### src/rtl/trace_pkg.sv
// Shared types and constants for the retirement-trace transmitter.
package trace_pkg;

    localparam int TRACE_DEPTH_DEF = 4;
    localparam int TRACE_ORDER_W   = 32;
    localparam int TRACE_XLEN      = 32;

    typedef struct packed {
        logic [TRACE_ORDER_W-1:0] order;
        logic [TRACE_XLEN-1:0]    pc;
        logic [31:0]              instr;
        logic [4:0]               rd;
        logic                     rd_we;
        logic [TRACE_XLEN-1:0]    rd_wdata;
        logic                     mem_we;
        logic [TRACE_XLEN-1:0]    mem_addr;
        logic [TRACE_XLEN-1:0]    mem_wdata;
    } trace_rec_t;

endpackage

### src/rtl/commit_trace_tx_if.sv
// Retire-side and trace-stream signals of commit_trace_tx.
// slave = transmitter view, master = core/consumer view.
interface commit_trace_tx_if
    import trace_pkg::*;
#(
    parameter int XLEN = TRACE_XLEN
) ();

    logic            i_ret_valid;
    logic [XLEN-1:0] i_ret_pc;
    logic [31:0]     i_ret_instr;
    logic [4:0]      i_ret_rd;
    logic            i_ret_rd_we;
    logic [XLEN-1:0] i_ret_rd_wdata;
    logic            i_ret_mem_we;
    logic [XLEN-1:0] i_ret_mem_addr;
    logic [XLEN-1:0] i_ret_mem_wdata;
    logic            o_stall;

    logic            o_trc_valid;
    logic            i_trc_ready;
    logic [31:0]     o_trc_order;
    logic [XLEN-1:0] o_trc_pc;
    logic [31:0]     o_trc_instr;
    logic [4:0]      o_trc_rd;
    logic            o_trc_rd_we;
    logic [XLEN-1:0] o_trc_rd_wdata;
    logic            o_trc_mem_we;
    logic [XLEN-1:0] o_trc_mem_addr;
    logic [XLEN-1:0] o_trc_mem_wdata;
    logic            o_overflow;

    modport slave (
        input  i_ret_valid, i_ret_pc, i_ret_instr, i_ret_rd, i_ret_rd_we,
               i_ret_rd_wdata, i_ret_mem_we, i_ret_mem_addr, i_ret_mem_wdata,
               i_trc_ready,
        output o_stall, o_trc_valid, o_trc_order, o_trc_pc, o_trc_instr,
               o_trc_rd, o_trc_rd_we, o_trc_rd_wdata, o_trc_mem_we,
               o_trc_mem_addr, o_trc_mem_wdata, o_overflow
    );

    modport master (
        output i_ret_valid, i_ret_pc, i_ret_instr, i_ret_rd, i_ret_rd_we,
               i_ret_rd_wdata, i_ret_mem_we, i_ret_mem_addr, i_ret_mem_wdata,
               i_trc_ready,
        input  o_stall, o_trc_valid, o_trc_order, o_trc_pc, o_trc_instr,
               o_trc_rd, o_trc_rd_we, o_trc_rd_wdata, o_trc_mem_we,
               o_trc_mem_addr, o_trc_mem_wdata, o_overflow
    );

endinterface

### src/rtl/trace_fifo.sv
// Synchronous FIFO of trace records; registered storage, no fall-through.
// Pointers wrap naturally; a separate count register tells full from empty.
module trace_fifo
    import trace_pkg::*;
#(
    parameter int DEPTH = TRACE_DEPTH_DEF
) (
    input  logic                       i_clk,
    input  logic                       i_rst,
    input  logic                       i_push,
    input  trace_rec_t                 i_data,
    input  logic                       i_pop,
    output trace_rec_t                 o_data,
    output logic                       o_full,
    output logic                       o_empty,
    output logic [$clog2(DEPTH):0]     o_count
);

    localparam int PTR_W = $clog2(DEPTH);
    localparam int CNT_W = PTR_W + 1;
    localparam logic [CNT_W-1:0] FULL_CNT = CNT_W'(DEPTH);

    trace_rec_t       r_mem [DEPTH];
    logic [PTR_W-1:0] r_wr_ptr;
    logic [PTR_W-1:0] r_rd_ptr;
    logic [CNT_W-1:0] r_count;
    logic             w_push;
    logic             w_pop;

    // An illegal push or pop request is ignored rather than corrupting state.
    assign w_pop  = i_pop && !o_empty;
    assign w_push = i_push && (!o_full || w_pop);

    // Record storage
    always_ff @(posedge i_clk or posedge i_rst) begin
        if (i_rst) begin
            for (int i = 0; i < DEPTH; i++) begin
                r_mem[i] <= '0;
            end
        end else if (w_push) begin
            r_mem[r_wr_ptr] <= i_data;
        end
    end

    // Pointers and occupancy
    always_ff @(posedge i_clk or posedge i_rst) begin
        if (i_rst) begin
            r_wr_ptr <= '0;
            r_rd_ptr <= '0;
            r_count  <= '0;
        end else begin
            if (w_push) begin
                r_wr_ptr <= r_wr_ptr + PTR_W'(1'b1);
            end
            if (w_pop) begin
                r_rd_ptr <= r_rd_ptr + PTR_W'(1'b1);
            end
            case ({w_push, w_pop})
                2'b10:   r_count <= r_count + CNT_W'(1'b1);
                2'b01:   r_count <= r_count - CNT_W'(1'b1);
                default: r_count <= r_count;
            endcase
        end
    end

    assign o_full  = (r_count == FULL_CNT);
    assign o_empty = (r_count == CNT_W'(1'b0));
    assign o_count = r_count;
    assign o_data  = r_mem[r_rd_ptr];

endmodule

### src/rtl/commit_trace_tx.sv
// Retirement-trace transmitter: captures, masks and sequence-tags retiring
// instructions into a FIFO. Define TRACE_STALL_EN to drive o_stall when full.
module commit_trace_tx
    import trace_pkg::*;
#(
    parameter int DEPTH = TRACE_DEPTH_DEF,
    parameter int XLEN  = TRACE_XLEN
) (
    input  logic                i_clk,
    input  logic                i_rst,
    commit_trace_tx_if.slave    bus
);

    logic [TRACE_ORDER_W-1:0] r_order;
    logic                     r_overflow;
    trace_rec_t               w_cap;
    trace_rec_t               w_head;
    trace_rec_t               w_out;
    logic                     w_full;
    logic                     w_empty;
    logic [$clog2(DEPTH):0]   w_count;
    logic                     w_push;
    logic                     w_pop;
    logic                     w_drop;

    // Build the record, zeroing effects that did not architecturally happen
    always_comb begin
        w_cap       = '0;
        w_cap.order = r_order;
        w_cap.pc    = bus.i_ret_pc;
        w_cap.instr = bus.i_ret_instr;
        w_cap.rd    = bus.i_ret_rd;
        if (bus.i_ret_rd != 5'd0) begin
            w_cap.rd_we    = bus.i_ret_rd_we;
            w_cap.rd_wdata = bus.i_ret_rd_wdata;
        end else begin
            w_cap.rd_we    = 1'b0;
            w_cap.rd_wdata = {XLEN{1'b0}};
        end
        if (bus.i_ret_mem_we) begin
            w_cap.mem_we    = 1'b1;
            w_cap.mem_addr  = bus.i_ret_mem_addr;
            w_cap.mem_wdata = bus.i_ret_mem_wdata;
        end else begin
            w_cap.mem_we    = 1'b0;
            w_cap.mem_addr  = {XLEN{1'b0}};
            w_cap.mem_wdata = {XLEN{1'b0}};
        end
    end

    assign w_pop  = !w_empty && bus.i_trc_ready;
    assign w_push = bus.i_ret_valid && (!w_full || w_pop);
    assign w_drop = bus.i_ret_valid && w_full && !w_pop;

    trace_fifo #(
        .DEPTH (DEPTH)
    ) u_fifo (
        .i_clk   (i_clk),
        .i_rst   (i_rst),
        .i_push  (w_push),
        .i_data  (w_cap),
        .i_pop   (w_pop),
        .o_data  (w_head),
        .o_full  (w_full),
        .o_empty (w_empty),
        .o_count (w_count)
    );

    // Retire counter advances on dropped records too, so gaps expose drops
    always_ff @(posedge i_clk or posedge i_rst) begin
        if (i_rst) begin
            r_order <= '0;
        end else if (bus.i_ret_valid) begin
            r_order <= r_order + TRACE_ORDER_W'(1'b1);
        end
    end

    // Sticky drop indicator
    always_ff @(posedge i_clk or posedge i_rst) begin
        if (i_rst) begin
            r_overflow <= 1'b0;
        end else if (w_drop) begin
            r_overflow <= 1'b1;
        end
    end

`ifdef TRACE_STALL_EN
    assign bus.o_stall = (w_count == ($clog2(DEPTH)+1)'(DEPTH));
`else
    logic w_unused_count;
    assign w_unused_count = ^w_count;
    assign bus.o_stall    = 1'b0;
`endif

    assign w_out = w_empty ? '0 : w_head;

    assign bus.o_trc_valid     = !w_empty;
    assign bus.o_trc_order     = w_out.order;
    assign bus.o_trc_pc        = w_out.pc;
    assign bus.o_trc_instr     = w_out.instr;
    assign bus.o_trc_rd        = w_out.rd;
    assign bus.o_trc_rd_we     = w_out.rd_we;
    assign bus.o_trc_rd_wdata  = w_out.rd_wdata;
    assign bus.o_trc_mem_we    = w_out.mem_we;
    assign bus.o_trc_mem_addr  = w_out.mem_addr;
    assign bus.o_trc_mem_wdata = w_out.mem_wdata;
    assign bus.o_overflow      = r_overflow;

endmodule

### src/flat_wrapper.sv
// flat-port wrapper written by rule: the top's interface ports become plain ports
module commit_trace_tx_flat import trace_pkg::*;
#(
    parameter int DEPTH = TRACE_DEPTH_DEF,
    parameter int XLEN  = TRACE_XLEN
)
  (i_clk, i_rst, bus_i_ret_valid, bus_i_ret_pc, bus_i_ret_instr, bus_i_ret_rd, bus_i_ret_rd_we, bus_i_ret_rd_wdata, bus_i_ret_mem_we, bus_i_ret_mem_addr, bus_i_ret_mem_wdata, bus_i_trc_ready, bus_o_stall, bus_o_trc_valid, bus_o_trc_order, bus_o_trc_pc, bus_o_trc_instr, bus_o_trc_rd, bus_o_trc_rd_we, bus_o_trc_rd_wdata, bus_o_trc_mem_we, bus_o_trc_mem_addr, bus_o_trc_mem_wdata, bus_o_overflow);
  commit_trace_tx_if #(.XLEN(XLEN)) bus_i ();
  input  logic i_clk;
  input  logic i_rst;
  input wire logic [$bits(bus_i.i_ret_valid)-1:0] bus_i_ret_valid;
  input wire logic [$bits(bus_i.i_ret_pc)-1:0] bus_i_ret_pc;
  input wire logic [$bits(bus_i.i_ret_instr)-1:0] bus_i_ret_instr;
  input wire logic [$bits(bus_i.i_ret_rd)-1:0] bus_i_ret_rd;
  input wire logic [$bits(bus_i.i_ret_rd_we)-1:0] bus_i_ret_rd_we;
  input wire logic [$bits(bus_i.i_ret_rd_wdata)-1:0] bus_i_ret_rd_wdata;
  input wire logic [$bits(bus_i.i_ret_mem_we)-1:0] bus_i_ret_mem_we;
  input wire logic [$bits(bus_i.i_ret_mem_addr)-1:0] bus_i_ret_mem_addr;
  input wire logic [$bits(bus_i.i_ret_mem_wdata)-1:0] bus_i_ret_mem_wdata;
  input wire logic [$bits(bus_i.i_trc_ready)-1:0] bus_i_trc_ready;
  output wire logic [$bits(bus_i.o_stall)-1:0] bus_o_stall;
  output wire logic [$bits(bus_i.o_trc_valid)-1:0] bus_o_trc_valid;
  output wire logic [$bits(bus_i.o_trc_order)-1:0] bus_o_trc_order;
  output wire logic [$bits(bus_i.o_trc_pc)-1:0] bus_o_trc_pc;
  output wire logic [$bits(bus_i.o_trc_instr)-1:0] bus_o_trc_instr;
  output wire logic [$bits(bus_i.o_trc_rd)-1:0] bus_o_trc_rd;
  output wire logic [$bits(bus_i.o_trc_rd_we)-1:0] bus_o_trc_rd_we;
  output wire logic [$bits(bus_i.o_trc_rd_wdata)-1:0] bus_o_trc_rd_wdata;
  output wire logic [$bits(bus_i.o_trc_mem_we)-1:0] bus_o_trc_mem_we;
  output wire logic [$bits(bus_i.o_trc_mem_addr)-1:0] bus_o_trc_mem_addr;
  output wire logic [$bits(bus_i.o_trc_mem_wdata)-1:0] bus_o_trc_mem_wdata;
  output wire logic [$bits(bus_i.o_overflow)-1:0] bus_o_overflow;
  assign bus_i.i_ret_valid = bus_i_ret_valid;
  assign bus_i.i_ret_pc = bus_i_ret_pc;
  assign bus_i.i_ret_instr = bus_i_ret_instr;
  assign bus_i.i_ret_rd = bus_i_ret_rd;
  assign bus_i.i_ret_rd_we = bus_i_ret_rd_we;
  assign bus_i.i_ret_rd_wdata = bus_i_ret_rd_wdata;
  assign bus_i.i_ret_mem_we = bus_i_ret_mem_we;
  assign bus_i.i_ret_mem_addr = bus_i_ret_mem_addr;
  assign bus_i.i_ret_mem_wdata = bus_i_ret_mem_wdata;
  assign bus_i.i_trc_ready = bus_i_trc_ready;
  assign bus_o_stall = bus_i.o_stall;
  assign bus_o_trc_valid = bus_i.o_trc_valid;
  assign bus_o_trc_order = bus_i.o_trc_order;
  assign bus_o_trc_pc = bus_i.o_trc_pc;
  assign bus_o_trc_instr = bus_i.o_trc_instr;
  assign bus_o_trc_rd = bus_i.o_trc_rd;
  assign bus_o_trc_rd_we = bus_i.o_trc_rd_we;
  assign bus_o_trc_rd_wdata = bus_i.o_trc_rd_wdata;
  assign bus_o_trc_mem_we = bus_i.o_trc_mem_we;
  assign bus_o_trc_mem_addr = bus_i.o_trc_mem_addr;
  assign bus_o_trc_mem_wdata = bus_i.o_trc_mem_wdata;
  assign bus_o_overflow = bus_i.o_overflow;
  commit_trace_tx #(.DEPTH(DEPTH), .XLEN(XLEN)) u_core (.i_clk(i_clk), .i_rst(i_rst), .bus(bus_i));
endmodule
### config.mk
export PLATFORM = sky130hd
export DESIGN_NAME = commit_trace_tx_flat
export DESIGN_NICKNAME = d
export VERILOG_FILES = /design/src/rtl/trace_pkg.sv /design/src/rtl/commit_trace_tx_if.sv /design/src/rtl/trace_fifo.sv /design/src/rtl/commit_trace_tx.sv /design/src/flat_wrapper.sv
export SDC_FILE = /design/constraint.sdc
export NUM_CORES = 2
export LEC_CHECK = 0
export CORE_UTILIZATION = 57
export DETAILED_ROUTE_END_ITERATION = 12
export HOLD_SLACK_MARGIN = 0.1
export PLACE_DENSITY = 0.85
export SYNTH_ARGS = -nofsm -noshare
export SYNTH_HDL_FRONTEND = slang
export SYNTH_SLANG_ARGS = --single-unit
### constraint.sdc
create_clock -name i_clk -period 41.5 [get_ports i_clk]
set_input_delay 8.3 -clock i_clk [delete_from_list [all_inputs] [get_ports i_clk]]
set_output_delay 8.3 -clock i_clk [all_outputs]
set_load 0.01 [all_outputs]
==> results.py <==
metrics = {
    "floorplanning": {
        "coreArea_sq_mm": 0.06435,
        "die_w_um": 256.8,
        "start_util": 0.5750,
        "die_area_sq_mm": 0.06594,
        "io_pins": 373,
        "rows": 93,
        "die_h_um": 256.8,
    },
    "clock_tree": {
        "clock_path_buffers": 3,
        "cts_tree": "built",
        "clkSlewWorstSetupHoldPaths_ns": 0.06,
        "cts.sinks": 836,
        "cts_resized": 0,
        "post_cts_buffers": 0,
        "h-tree-depth": 3,
        "cts_buffers": 86,
        "cts-root-buf": "clkbuf_16",
        "holdBufCountCts": 0,
        "clock_latency_ns": 0.63,
    },
    "synthesis": {
        "synth.most_common_cell": "dfrtp_1",
        "syn_area_sq_mm": 0.03700,
        "seq_area_frac_synth": 0.5654,
        "synth-compound-area-share": 0.05336,
        "synth_top_family_by_area": "multiplexers",
        "synth_nets": 3040,
        "synthSimpleGateAreaFrac": 0.09339,
        "synth_common_cells": "836 x dfrtp_1, 506 x nand2_1, 405 x mux2_2",
        "synthAdderAreaFrac": 0.002570,
        "synthMuxAreaShare": 0.2446,
        "ys_ff_latch": 836,
        "synth_largest_area_cell": "dfrtp_1",
        "synth_warnings": 0,
        "synth_cell_types": 33,
        "synth-edff-count": 0,
        "synth_area_leaders": "dfrtp_1 57%, mux2_2 12%, mux4_2 12%",
        "synth_cells": 2862,
        "synthXorXnorAreaFrac": 0.008758,
        "synthFlopType": "dfrtp_1",
        "avgSynthCellArea_sq_um": 12.93,
        "synth_top_area_share": 0.5654,
        "async_reset_ff_frac": 1.000,
    },
    "critical_path": {
        "max_stage_delay_ns": 0.82,
        "crit_family": "buffers and inverters",
        "end_kind": "primary output",
        "path_depth": 5,
        "crit_path_start_kind": "flip-flop",
        "required_ns": 33.20,
        "crit_buf_inv": 3,
        "slowest_stage": "buf_4",
        "path_cells": "or3_4 -> buf_4 -> buf_4 -> and2_1 -> clkdlybuf4s50_1",
        "critPathKind": "reg -> out",
        "cp_common_cell": "buf_4",
        "rr_startpoint": "u_core.u_fifo.o_count[0]",
        "ff2ff_path_depth": 7,
        "cp.arrival_ns": 4.01,
        "rr_endpoint": "u_core.u_fifo.r_mem[158]",
        "crit_fanout": 86,
        "r2r_setup_slack_ns": 37.33,
    },
    "sta": {
        "relSlewSlack": 0.2738,
        "worst_slack_ns": 29.19,
        "fin_crit_ns": 12.31,
        "setup_viol": 0,
        "rsz0062_at_grt": "no",
        "hold_viol_final": 0,
        "period_share": 0.2967,
        "skew_ns": 0.02177,
        "worstMarginPinSlew_ns": 1.089,
        "finalSetupTns_ns": 0,
        "drv_slew": 0,
        "fmax_mhz": 81.22,
    },
    "finish": {
        "drive_above_1_share": 0.2461,
        "area_growth_pct": 18.84,
        "fillers": 4210,
        "final_nets": 3301,
    },
    "grt": {
        "overflow": 0,
        "antenna_found_initial": 11,
        "track_usage": 0.2758,
        "grt_max_degree": 200,
        "grt_pass1_vias": 26240,
        "grt_pass1_wl_mm": 143.2,
    },
    "pwr": {
        "peakVddDrop_mv": 0.06774,
        "leakagePower_nw": 19.32,
        "powerDensity_mw_per_mm2": 84.07,
    },
    "worst_hold_path": {
        "whs_endpoint": "u_core.bus.o_overflow",
        "worstHoldPathCells": 1,
        "hp-class": "reg -> reg",
        "min_from": "u_core.bus.o_overflow",
    },
    "run_status": {
        "outcome": "finished clean",
    },
    "run": {
        "cap_violations": 0,
    },
    "place": {
        "dp_hpwl_mm": 52.51,
        "gp_congestion": 0.8189,
        "portBuffers": 371,
        "dp_slack_ns": 28.93,
    },
    "detailed_routing": {
        "drc": 0,
        "routed_wl_mm": 89.21,
        "wl_per_cell_um": 21.99,
        "drt-initial-drc-count": 1983,
        "first_pass_iters": 5,
        "num_vias": 24122,
        "vias_per_cell": 5.947,
        "antenna_left": 0,
    },
}
-- per-layer routing --
layer  GRT usage  part of all wire  routed length, um
met3     0.07038             0.071               6349
met2      0.4592              0.51              45510
met5           0           0.00073                 65
met1      0.3457              0.38              34300
met4      0.1126             0.033               2988
-- sequential cells by signal, indices dropped and copies added, names as in the netlist --
signal,count
u_core.bus.o_overflow,1
u_core.r_order,32
u_core.u_fifo.o_count,3
u_core.u_fifo.r_rd_ptr,2
u_core.u_fifo.r_wr_ptr,2
u_core.u_fifo.r_mem,796
-- worst register-to-register path: cells and delay by family, from the launching register on --
kind | cells | cell delay [ns]
buffers and inverters | 3 | 2.14
AND/OR/NAND/NOR | 3 | 1.02
multiplexers | 1 | 0.47
flip-flops | 1 | 0.42
-- placed cells by master, fill, tap and decap left out, types with 22 or more instances in the layout --
cell / Yosys / layout
and2_1: 201 / 201
clkbuf_16: 0 / 88
clkbuf_8: 0 / 22
clkdlybuf4s50_1: 0 / 370
dfrtp_1: 836 / 834
mux2_2: 405 / 405
mux4_2: 199 / 199
nand2_1: 506 / 506
o21ai_0: 381 / 381
xnor2_1: 25 / 25
-- layout make-up --
cell class / instances / area [sq um] / area share
Timing Repair Buffer: 394 / 3944 / 0.08968
Sequential cell: 836 / 20930 / 0.4759
Multi-Input combinational cell: 1797 / 14960 / 0.3402
Antenna cell: 7 / 17.52 / 0.0003983
Clock buffer: 124 / 2557 / 0.05816
Inverter: 8 / 37.54 / 0.0008536
Tap cell: 855 / 1070 / 0.02433
Clock inverter: 35 / 462.9 / 0.01053
-- power by group --
part	internal, W	switching (W)	total, W	leakage [nW]
Clock	0.000492	0.000320	0.000812	1.49
Combinational	0.000843	0.000683	0.00153	7.24
Sequential	0.00115	0.000208	0.00136	10.6
-- metrics by stage --
step | instances | total power [W] | instance area, sq um | hold slack (ns) | utilization
after floorplan | 2862 | 0.002279 | 37000 | 0.4437 | -
after global placement | 3890 | 0.002793 | 40940 | 0.4555 | 0.6362
after detailed placement | 3890 | 0.002886 | 40940 | 0.4645 | 0.6362
after CTS | 4049 | 0.003721 | 43960 | 0.4778 | 0.6831
after global routing | 4054 | 0.003894 | 43970 | 0.4919 | 0.6833
final | 4056 | 0.003697 | 43970 | 0.4772 | 0.6834
-- kinds of logic after synthesis --
group / after synthesis
AOI/OAI and AO/OA: 394
buffers and inverters: 229
DFF: 836
xor gates and xnor gates: 37
and+or+nand+nor: 753
other: 1
adders and majority gates: 7
muxes: 605
-- worst max path at each step --
| stage | start | slack [ns] | endpoint |
|---|---|---|---|
| 3_3_place_gp | bus_i_trc_ready | 28.96 | u_core.u_fifo.r_mem[145] |
| 5_1_grt | u_core.u_fifo.o_count[0] | 29.02 | bus_o_trc_mem_wdata[7] |
| 4_1_cts | u_core.u_fifo.o_count[0] | 29.17 | bus_o_trc_rd[0] |
| 2_1_floorplan | i_rst | 9.71 | u_core.bus.o_overflow |
| 3_5_place_dp | bus_i_trc_ready | 28.93 | u_core.u_fifo.r_mem[164] |
| 6_report | u_core.u_fifo.o_count[0] | 29.19 | bus_o_trc_mem_wdata[7] |
(Power assumes the default switching activity.)
